### config.mk
export PLATFORM = sky130hd
export DESIGN_NAME = regfile_wb_arbiter
export DESIGN_NICKNAME = d
export VERILOG_FILES = /design/src/rtl/regfile_wb_arbiter.sv
export SDC_FILE = /design/constraint.sdc
export NUM_CORES = 1
export LEC_CHECK = 0
export CORE_AREA = 2 2 114 116
export CTS_CLUSTER_DIAMETER = 40
export DETAILED_ROUTE_END_ITERATION = 12
export DIE_AREA = 0 0 116 118
export GPL_TIMING_DRIVEN = 0
export PLACE_DENSITY = 0.77
export SLEW_MARGIN = 5
export SYNTH_ARGS = -nofsm -noshare
export SYNTH_HDL_FRONTEND = slang
export SYNTH_SLANG_ARGS = --single-unit
### constraint.sdc
create_clock -name clk -period 3.3 [get_ports clk]
set_input_delay 0.66 -clock clk [delete_from_list [all_inputs] [get_ports clk]]
set_output_delay 0.66 -clock clk [all_outputs]
set_load 0.005 [all_outputs]
### src/rtl/regfile_wb_arbiter.sv
// Round-robin write-back arbiter in front of the register file write port,
// with a per-register busy scoreboard that generates issue-stage hazard stalls.
module regfile_wb_arbiter #(
   parameter int NUM_REQ    = 3,
   parameter int DATA_WIDTH = 32,
   parameter int ADDR_WIDTH = 5
) (
   input  logic                          clk,
   input  logic                          reset,
   input  logic [NUM_REQ-1:0]            req_valid,
   input  logic [NUM_REQ*ADDR_WIDTH-1:0] req_rd,
   input  logic [NUM_REQ*DATA_WIDTH-1:0] req_data,
   output logic [NUM_REQ-1:0]            req_ready,
   output logic                          rf_reg_write,
   output logic [ADDR_WIDTH-1:0]         rf_rd,
   output logic [DATA_WIDTH-1:0]         rf_write_data,
   input  logic                          issue_valid,
   input  logic [ADDR_WIDTH-1:0]         issue_rd,
   input  logic [ADDR_WIDTH-1:0]         issue_rs1,
   input  logic [ADDR_WIDTH-1:0]         issue_rs2,
   output logic                          issue_stall,
   output logic [31:0]                   busy_mask
);

   localparam int PTR_W = (NUM_REQ > 1) ? $clog2(NUM_REQ) : 1;

   logic [PTR_W-1:0]      ptr;
   logic [PTR_W-1:0]      grant_idx;
   logic [PTR_W-1:0]      next_ptr;
   logic                  transfer;
   logic [ADDR_WIDTH-1:0] sel_rd;
   logic [DATA_WIDTH-1:0] sel_data;
   logic                  wr_q;
   logic [31:0]           busy_q;
   logic [31:0]           busy_n;
   logic                  issue_set;

   // Scanning from the highest offset down lets the nearest valid requester
   // after ptr overwrite any farther one, so no early exit is needed.
   always_comb begin
      logic [PTR_W-1:0] idx;
      int               sum;
      req_ready = '0;
      grant_idx = '0;
      transfer  = 1'b0;
      idx       = '0;
      sum       = 0;
      for (int k = NUM_REQ - 1; k >= 0; k--) begin
         sum = int'(ptr) + k;
         idx = PTR_W'((sum >= NUM_REQ) ? (sum - NUM_REQ) : sum);
         if (req_valid[idx]) begin
            grant_idx = idx;
            transfer  = 1'b1;
         end
      end
      if (reset) begin
         transfer = 1'b0;
      end
      if (transfer) begin
         req_ready[grant_idx] = 1'b1;
      end
   end

   always_comb begin
      sel_rd   = '0;
      sel_data = '0;
      for (int i = 0; i < NUM_REQ; i++) begin
         if (req_ready[i]) begin
            sel_rd   = req_rd[i*ADDR_WIDTH +: ADDR_WIDTH];
            sel_data = req_data[i*DATA_WIDTH +: DATA_WIDTH];
         end
      end
   end

   assign next_ptr = (grant_idx == PTR_W'(NUM_REQ - 1)) ? '0 : grant_idx + 1'b1;

   // Stall looks only at the registered mask: a write completing this cycle
   // does not release a dependent instruction until the next cycle.
   assign issue_stall = ~reset & issue_valid &
                        (busy_q[issue_rs1] | busy_q[issue_rs2] | busy_q[issue_rd]);
   assign issue_set   = issue_valid & ~issue_stall & (issue_rd != '0);

   // Clear is applied before set so a new producer issued in the same cycle
   // as the old one retires keeps the register marked busy.
   always_comb begin
      busy_n = busy_q;
      if (transfer) begin
         busy_n[sel_rd] = 1'b0;
      end
      if (issue_set) begin
         busy_n[issue_rd] = 1'b1;
      end
      busy_n[0] = 1'b0;
   end

   always_ff @(posedge clk) begin
      if (reset) begin
         ptr           <= '0;
         wr_q          <= 1'b0;
         rf_rd         <= '0;
         rf_write_data <= '0;
         busy_q        <= '0;
      end else begin
         if (transfer) begin
            ptr <= next_ptr;
         end
         wr_q <= transfer && (sel_rd != '0);
         if (transfer && (sel_rd != '0)) begin
            rf_rd         <= sel_rd;
            rf_write_data <= sel_data;
         end
         busy_q <= busy_n;
      end
   end

   // A write registered just before reset is suppressed rather than committed.
   assign rf_reg_write = wr_q & ~reset;
   assign busy_mask    = busy_q;

endmodule

## After elaboration in Yosys (flattened, before gate mapping)

Cells that the tools add are included.

- Output and inout port bits: 74
- Register bits after elaboration: 72
- Input port bits: 132
- Logic and storage cells: 83

- Equal/unequal tests: 1
- Order comparisons: 14
- Bitwise logic cells: 12
- Multiplexer cells: 38
- Reductions and logical operators: 6
- Add/sub/neg operators: 6

Operators by type and width:

| kind | count |
|---|---|
| $mux W32 | 5 |
| $and A32 B32 Y32 | 1 |
| $not A32 Y32 | 1 |
| $or A32 B32 Y32 | 1 |
| $lt A5 B6 Y1 const B | 4 |
| $bmux W1 S5 | 3 |
| $mux W5 | 3 |
| $mux W2 | 7 |
| $mux W1 | 13 |
| $lt A2 B3 Y1 const B | 4 |
| $demux W1 S5 | 2 |
| $ge A5 B1 Y1 const B | 2 |
| $reduce_bool A5 Y1 | 2 |
| $bmux W1 S2 | 3 |
| $ge A3 B2 Y1 const B | 2 |
| $sub A2 B2 Y2 const B | 3 |
| $and A1 B1 Y1 | 5 |
| $logic_and A1 B1 Y1 | 4 |
| $add A2 B1 Y3 const B | 1 |
| $add A2 B2 Y3 const B | 1 |
| $mux W3 | 1 |
| $add A2 B1 Y2 const B | 1 |
| $demux W1 S2 | 1 |
| $eq A2 B2 Y1 const B | 1 |
| other kinds (4) | 6 |

## Logic depth before layout (Yosys ltp)

Gate-level depths: netlist (run 1).

- Depth in word-level cells: 25
- Depth in mapped cells: 13
- Depth with buffers taken out: 10

## Worst setup path before layout (run 1)

No wires, ideal clock.

- Path type: reg2reg
- Start: reg ptr[0]
- End: reg busy_q[4], in the netlist busy_mask[4]
- Required time: 3.174 ns
- Clock period less this slack: 3.093 ns
- Cell stages (with the launch flop): 12
- Library setup time: 0.126 ns
- Setup slack: 0.207 ns
- Arrival time: 2.967 ns
- Cell sequence: dfxtp_1 inv_1 ha_1 or3b_2 o31a_1 and2_1 clkbuf_1 o311a_1 buf_6 or3_2 o211ai_1 o41ai_1

- Word-level cells in the longest chain between the ends: 25
- Elaborated cells on any way between the ends: 43

Ends and longest elaborated chain:

| item | RTL line | source |
|---|---|---|
| start: declaration | 27 | `logic [PTR_W-1:0] ptr;` |
| start signal: assignment | 105 | `ptr <= next_ptr;` |
| $add A2 B2 Y3 | 49 | `sum = int'(ptr) + k;` |
| $ge A3 B2 Y1 / $sub A2 B2 Y2 (equally long branches) | 50 | `idx = PTR_W'((sum >= NUM_REQ) ? (sum - NUM_REQ) : sum);` |
| $mux W2 | 50 |  |
| $bmux W1 S2 | 51 | `if (req_valid[idx]) begin` |
| $mux W1 (not written as such) | 51 |  |
| $mux W2 (3 in a row) | 51 |  |
| $lt A2 B3 Y1 (not written as such) / $ge A2 B1 Y1 (equally long branches) | 60 | `req_ready[grant_idx] = 1'b1;` |
| $logic_and A1 B1 Y1 (not written as such) | 60 |  |
| [7 not listed] | n/a |  |
| $logic_and A1 B1 Y1 (not written as such) | 88 | `busy_n[sel_rd] = 1'b0;` |
| $mux W1 (not written as such) | 88 |  |
| $demux W1 S5 | 88 |  |
| $not A32 Y32 (no line) | n/a |  |
| $and A32 B32 Y32 (no line) | n/a |  |
| $mux W32 (*) | 87 | `if (transfer) begin` |
| $or A32 B32 Y32 (no line) | n/a |  |
| $mux W32 (*) | 90 | `if (issue_set) begin` |
| end signal: assignment | 112 | `busy_q <= busy_n;` |
| end: declaration | 34 | `logic [31:0] busy_q;` |

Mark *: on every way between the ends. The rest lies on a longest branch, timed or not. The select of a mux whose other input is x is not followed.
A chain may end at the register's enable or synchronous reset.

## Worst setup path after layout (run 1)

- Start: in issue_rs2[0]
- End: out issue_stall

- Word-level cells in the longest chain between the ends: 5

Ends and longest elaborated chain:

| item | RTL line | source |
|---|---|---|
| start: declaration | 20 | `input logic [ADDR_WIDTH-1:0] issue_rs2,` |
| $bmux W1 S5 | 80 | `(busy_q[issue_rs1] \| busy_q[issue_rs2] \| busy_q[issue_rd]);` |
| $mux W1 (not written as such) | 80 |  |
| $or A1 B1 Y1 (2 in a row) | 80 |  |
| $and A1 B1 Y1 | 79 | `assign issue_stall = ~reset & issue_valid &` |
| end: declaration | 21 | `output logic issue_stall,` |

No other way between the ends. The select of a mux whose other input is x is not followed.

==> flow_summary.yaml, run 1 <==
sta:
  setup_tns_ns: 0
  finalCritPeriodShare_pct: 97.7
  tightest_slew_ns: 0.701
  slew_violations: 0
  slew_headroom_pct: 53.3
  fin_crit_ns: 3.23
  worst_slack_ns: 0.0749
  finalSetupViolCount: 0
  rsz0062_at_grt: "false"
  fin_hold_ws_ns: 0.465
  fmax_mhz: 310
  hold_violations: 0
  skew_ns: 0.00263
critical_path:
  crit_path_end_kind: "output port"
  cp_cell_sequence: "buf_12 > mux4_2 > o2111ai_4 > o41ai_2 > or4_4 > nor2_1 > nor2_1 > buf_2"
  critPathMaxStageDelay_ns: 0.56
  path_common_cell: "nor2_1"
  crit_required_ns: 2.64
  cp_slowest_cell: "mux4_2"
  reg2reg_depth: 10
  critical-path-top-delay-family: "simple AND/OR/NAND/NOR gates"
  crit_buf_inv: 2
  worstSetupStartpointType: "primary input"
  cp.arrival_ns: 2.57
  cp_max_fo: 7
  r2r_start: "ptr[0]"
  worst-setup-path-type: "in2out"
  r2r_end: "busy_mask[7]"
  reg2reg_slack_ns: 0.22
power:
  power_leakage_nw: 2.68
  ir_drop_mv: 0.244
  powerDensity_mw_per_mm2: 433
  power_mw: 3.26
synth:
  postSynthAreaPerCell_um2: 9.02
  synth-seq-cells: 71
  synth_ff_type: "dfxtp_1"
  synth_cell_types: 62
  syn_nets: 665
  netlist_area_mm2: 0.00479
  async_reset_ff_share_pct: 0
  synth_edf_count: 0
  ys_seq_area_share_pct: 29.7
  synthCells: 531
  synth_warnings: 0
worst_hold_path:
  worstHoldPathCells: 2
  min_path_type: "reg2reg"
  hp-start: "rf_rd[0]"
  min_to: "rf_rd[0]"
outcome:
  status: "finished, final reports clean"
global_route:
  gr-usage-all-layers_pct: 26.1
  grt_max_degree: 14
  grt_pass1_vias: 5440
  grt_first_pass_wirelength_mm: 28.0
  antenna_found_initial: 0
  overflow: 0
clocking:
  root_buffer: "clkbuf_16"
  cts_hold_buffers: 0
  cts_sinks: 71
  clkLatencyLatePin_ns: 0.33
  htreeDepth: 3
  max-clock-path-buffers: 2
  clkTransAtPathRegs_ns: 0.06
  cts_tree: "done"
  cts_buffers: 9
placement:
  dp_cells: 898
  place_congestion: 0.909
  port_buffers: 195
  place_ws_ns: -1.05
  place_hpwl_mm: 14.4
layout:
  final_cells: 919
  nets: 876
  layout-drive-gt1-share_pct: 16.3
  diodes: 0
  area_growth_pct: 57.4
  n_fill_cell: 1102
floorplan:
  core_area_mm2: 0.0124
  initial_core_util_pct: 38.6
  io_pins: 206
  fp.dieW_um: 116
  rows: 41
  die_h_um: 118
  die_area_mm2: 0.0137
drt:
  drtPass1Iterations: 5
  drcViolationCount: 0
  ant_nets: 0
  drtIter0Drc: 301
  vias_per_cell: 5.80
  wl_mm: 18.1
  num_vias: 5334
  wl_per_cell_um: 19.7
flow_run:
  max_cap_violations: 0
[timing repair]
item                                    CTS  global route
pin swaps                                10             2
resized for setup                        62            16
setup buffers                             9             2
endpoints found under the setup margin   70            41
cloned                                    0             0
[worst max path at each step]
| stage | startpoint | cells past startpoint | endpoint | slack [ns] |
|---|---|---|---|---|
| floorplan | ptr[0] | 11 | busy_mask[4] | 0.21 |
| global placement | req_valid[0] | 8 | req_ready[2] | -0.86 |
| detailed placement | req_valid[0] | 8 | req_ready[2] | -1.05 |
| CTS | ptr[0] | 9 | req_ready[2] | 0.03 |
| global route | ptr[0] | 8 | req_ready[2] | 0.01 |
| finish | issue_rs2[0] | 8 | issue_stall | 0.07 |
[state kept, by name (all words and copies together) (netlist names)]
signal and flops:
wr_q 1, busy_mask 31, rf_rd 5, ptr 2, rf_write_data 32
[metal layers]
metal  vias to the layer above  share of wire (%)  wire length (µm)  track usage [%]
met5                         -                  0                 0                0
met4                         0                3.8               691             11.2
met3                        48                7.5              1350             5.66
met2                       266                 52              9430             48.1
met1                      2536                 37              6620             28.0
li1                       2484                  -                 -                -
[worst reg2reg max path, delay by kind of cell (launching register included)]
kind / cells / cell delay (ns)
and+or+nand+nor: 3 / 1.24
AOI/OAI and AO/OA: 4 / 0.89
DFF: 1 / 0.35
adders and majority gates: 1 / 0.26
buffers and inverters: 2 / 0.22
[Yosys cell counts (10+ instances only)]
cell type / instances / area share, %
o211ai_1: 63 / 9.9
nand4_1: 34 / 4.4
clkbuf_1: 29 / 2.3
o21ai_0: 57 / 6.0
dfxtp_1: 71 / 30
o31ai_1: 11 / 1.7
mux2i_1: 35 / 7.3
nor2_1: 19 / 1.5
nand2_1: 52 / 4.1
mux4_2: 13 / 6.1
nand3_1: 10 / 1.0
[cells in the final DEF (no fill, tap or decap), drive strengths merged, types with 3 or more instances in the layout]
master and count:
o311ai 7, clkinv 3, buf 27, nand3b 7
mux4 21, o211ai 63, a31o 3, or2b 4
nand4 34, a21oi 9, clkdlybuf4s50 187, and2b 3
nor3 3, dfxtp 71, o311a 3, nor2 19
o21ai 57, nand2b 4, clkinvlp 3, o41ai 4
mux2i 35, clkbuf 45, inv 10, dlygate4sd2 7
o31ai 12, and2 5, nor2b 4, or3 7
nand3 10, nand2 52
[stage by stage]
step | area (µm²) | utilization, %
2_1_floorplan | 4790 | -
3_3_place_gp | 6960 | 56.0
3_5_place_dp | 6960 | 56.0
4_1_cts | 7490 | 60.3
5_1_grt | 7540 | 60.7
6_report | 7540 | 60.7
[final cells by class]
cell class	instances	area, µm²	area share (%)
well taps	172	215	2.86
multi-input cells	394	3110	41.3
clock buffers	10	239	3.17
clock inverters	6	45.0	0.598
repair buffers	206	2020	26.8
inverters	10	38.8	0.515
plain buffers	50	444	5.89
flip-flops and latches	71	1420	18.9
[report_power, final]
group / leakage, nW / switching, mW / internal (mW)
clock: 0.131 / 0.378 / 0.531
combinational: 1.97 / 0.630 / 0.662
sequential: 0.581 / 0.0827 / 0.981
[cell families (layout without fill, tap and decap cells)]
kind of cell | Yosys count | in the layout | synth area share, %
adder cells (fa/ha/maj) | 2 | 2 | 0.523
buffers and inverters | 66 | 282 | 8.52
flip-flops | 71 | 71 | 29.7
AND/OR/NAND/NOR | 162 | 162 | 18.3
multiplexers | 57 | 57 | 18.1
other | 1 | 1 | 0.0783
AO/OA/AOI/OAI | 172 | 172 | 24.8
Note: power is estimated with default switching activity, not from simulation.
==> inputs of run 2 (changes only) <==
--- a/config.mk
+++ b/config.mk
@@ -11,7 +11,7 @@
 export DIE_AREA = 0 0 116 118
 export GPL_TIMING_DRIVEN = 0
 export PLACE_DENSITY = 0.77
-export SLEW_MARGIN = 5
+export SLEW_MARGIN = 20
 export SYNTH_ARGS = -nofsm -noshare
 export SYNTH_HDL_FRONTEND = slang
 export SYNTH_SLANG_ARGS = --single-unit
==> results of run 2 <==
Final layout, timing and power as in run 1 (identical DEF).
==> inputs of run 3 (changes only) <==
--- a/config.mk
+++ b/config.mk
@@ -6,6 +6,7 @@
 export NUM_CORES = 1
 export LEC_CHECK = 0
 export CORE_AREA = 2 2 114 116
+export CTS_BUF_LIST = sky130_fd_sc_hd__clkbuf_16
 export CTS_CLUSTER_DIAMETER = 40
 export DETAILED_ROUTE_END_ITERATION = 12
 export DIE_AREA = 0 0 116 118
==> run 3 against run 2 <==
Against the previous run:
- final area is 0.13% lower
- count of clock-buffer cells in the layout is 1 lower
- clock skew hardly changed
- die area stayed put
- flip-flop and latch count stayed put
- wire length hardly changed
- combinational power hardly changed
- via count hardly changed
- non-clock buffer count stayed put
- register-to-register slack hardly changed
- sequential power hardly changed
- fmax hardly changed
- critical path type unchanged
- largest power group unchanged
==> flow_summary.yaml, run 3 (synthesized netlist as in run 1, its figures left out) <==
placement:
  dp_cells: 898
  place_hpwl_mm: 14.4
  port_buffers: 195
  place_congestion: 0.909
  dpl-instance-area_mm2: 0.00696
  place_ws_ns: -1.05
global_route:
  grtUsageMet3_pct: 5.66
  gr-usage-all-layers_pct: 26.0
  overflow: 0
  top_usage_layer: "met2"
  grt_first_pass_wirelength_mm: 28.0
  grt_pass1_vias: 5420
  grt_use_met1_pct: 28.2
  grt_max_degree: 14
  antenna_found_initial: 0
  grt.met2_usage_pct: 47.7
sta:
  fin_crit_ns: 3.23
  slew_violations: 0
  setup_tns_ns: 0
  hold_violations: 0
  fmax_mhz: 310
  rsz0062_at_grt: "false"
  finalSetupViolCount: 0
  tightest_slew_ns: 0.702
  skew_ns: 0.00298
  slew_headroom_pct: 53.2
  finalCritPeriodShare_pct: 97.8
  fin_hold_ws_ns: 0.463
  worst_slack_ns: 0.0723
outcome:
  status: "finished, final reports clean"
critical_path:
  crit_path_end_kind: "output port"
  path_common_cell: "nor2_1"
  cp_max_fo: 7
  crit_buf_inv: 2
  worst-setup-path-type: "in2out"
  critical-path-top-delay-family: "simple AND/OR/NAND/NOR gates"
  critPathMaxStageDelay_ns: 0.56
  cp.arrival_ns: 2.57
  cp_slowest_cell: "mux4_2"
  crit_required_ns: 2.64
  worstSetupStartpointType: "primary input"
  cp_cell_sequence: "buf_12 > mux4_2 > o2111ai_4 > o41ai_2 > or4_4 > nor2_1 > nor2_1 > buf_2"
power:
  comb_power_share_pct: 39.9
  clockPowerShare_pct: 27.3
  power_leakage_nw: 2.68
  p_switching_mw: 1.09
  seqPwrFrac_pct: 32.8
  swShare_pct: 33.7
  ir_drop_mv: 0.244
  internal_power_mw: 2.15
  powerDensity_mw_per_mm2: 431
layout:
  diodes: 0
  mostFrequentLayoutCell: "clkdlybuf4s50_1"
  n_fill_cell: 1105
  largest_reg_flops: 32
  finalInstanceArea_mm2: 0.00753
  layout-drive-gt1-share_pct: 16.2
  nets: 876
  area_growth_pct: 57.2
  final_cell_mix: "clkdlybuf4s50_1 (187), dfxtp_1 (69), o211ai_1 (63)"
  final_cells: 919
  top_register: "rf_write_data"
drt:
  drcViolationCount: 0
  wl_mm: 18.1
  ant_nets: 0
  num_vias: 5336
  drtIter0Drc: 250
  wl_per_cell_um: 19.7
  vias_per_cell: 5.81
  drtPass1Iterations: 5
clocking:
  cts_sinks: 71
  cts_buffers: 9
  root_buffer: "clkbuf_16"
  cts_tree: "done"
  htreeDepth: 3
  clkLatencyLatePin_ns: 0.33
  clkTransAtPathRegs_ns: 0.06
  max-clock-path-buffers: 2
floorplan:
  io_pins: 206
  die_area_mm2: 0.0137
  fp.dieW_um: 116
  core_area_mm2: 0.0124
  rows: 41
  initial_core_util_pct: 38.6
  die_h_um: 118
flow_run:
  max_cap_violations: 0
worst_hold_path:
  min_path_type: "reg2reg"
[run 3: changes by cell type in the layout (fill, tap and decap cells not counted), sizes merged]
cell    change
clkbuf      -1
clkinv      +1
[run 3: power by group through the flow]
stage / clock (mW) / sequential [mW] / combinational, mW
after global routing: 0.926 / 1.07 / 1.39
after detailed placement: 0 / 1.08 / 1.16
after CTS: 0.890 / 1.06 / 1.26
final: 0.886 / 1.06 / 1.29
after global placement: 0 / 1.08 / 1.14
after floorplan: 0 / 1.07 / 0.572
[run 3: area by class of cell]
cell class / count / area, µm² / share of cell area, %
Buffer: 50 / 444 / 5.90
Multi-Input combinational cell: 394 / 3110 / 41.3
Clock inverter: 7 / 48.8 / 0.648
Clock buffer: 9 / 225 / 2.99
Timing Repair Buffer: 206 / 2020 / 26.8
Tap cell: 172 / 215 / 2.86
Sequential cell: 71 / 1420 / 18.9
Inverter: 10 / 38.8 / 0.515
[run 3: worst reg2reg max path, stage by stage, from the launching register on]
cell,delay (ns)
dfxtp_2,0.35
inv_1,0.07
ha_4,0.26
or3b_2,0.47
o31a_1,0.17
and2_4,0.24
o311a_4,0.43
buf_6,0.15
or3_2,0.52
o211ai_1,0.20
o31ai_1,0.09
[run 3: what timing repair did]
action                     in CTS  in global routing
pin swaps                      10                  2
resized for setup              62                 16
buffers inserted                9                  2
setup endpoints to repair      70                 41
hold buffers                    0                  0
[run 3: worst paths after layout]
kind / startpoint / endpoint / slack, ns / cells after the start
setup / recovery: issue_rs2[0] / issue_stall / 0.07 / 8
hold / removal: rf_rd[0] / rf_rd[0] / 0.46 / 2
setup reg to reg: ptr[0] / busy_mask[6] / 0.23 / 10
hold reg to reg: rf_rd[0] / rf_rd[0] / 0.46 / 2
[run 3: metal layers]
metal / vias up / routed length, µm
met5: - / 0
li1: 2489 / -
met2: 261 / 9430
met1: 2545 / 6730
met3: 41 / 1330
met4: 0 / 627
[run 3: through the flow]
| step | power (mW) | util [%] |
|---|---|---|
| final | 3.24 | 60.6 |
| after CTS | 3.22 | 60.3 |
| after global routing | 3.39 | 60.6 |
| after global placement | 2.21 | 56.0 |
| after floorplan | 1.64 | - |
| after detailed placement | 2.24 | 56.0 |
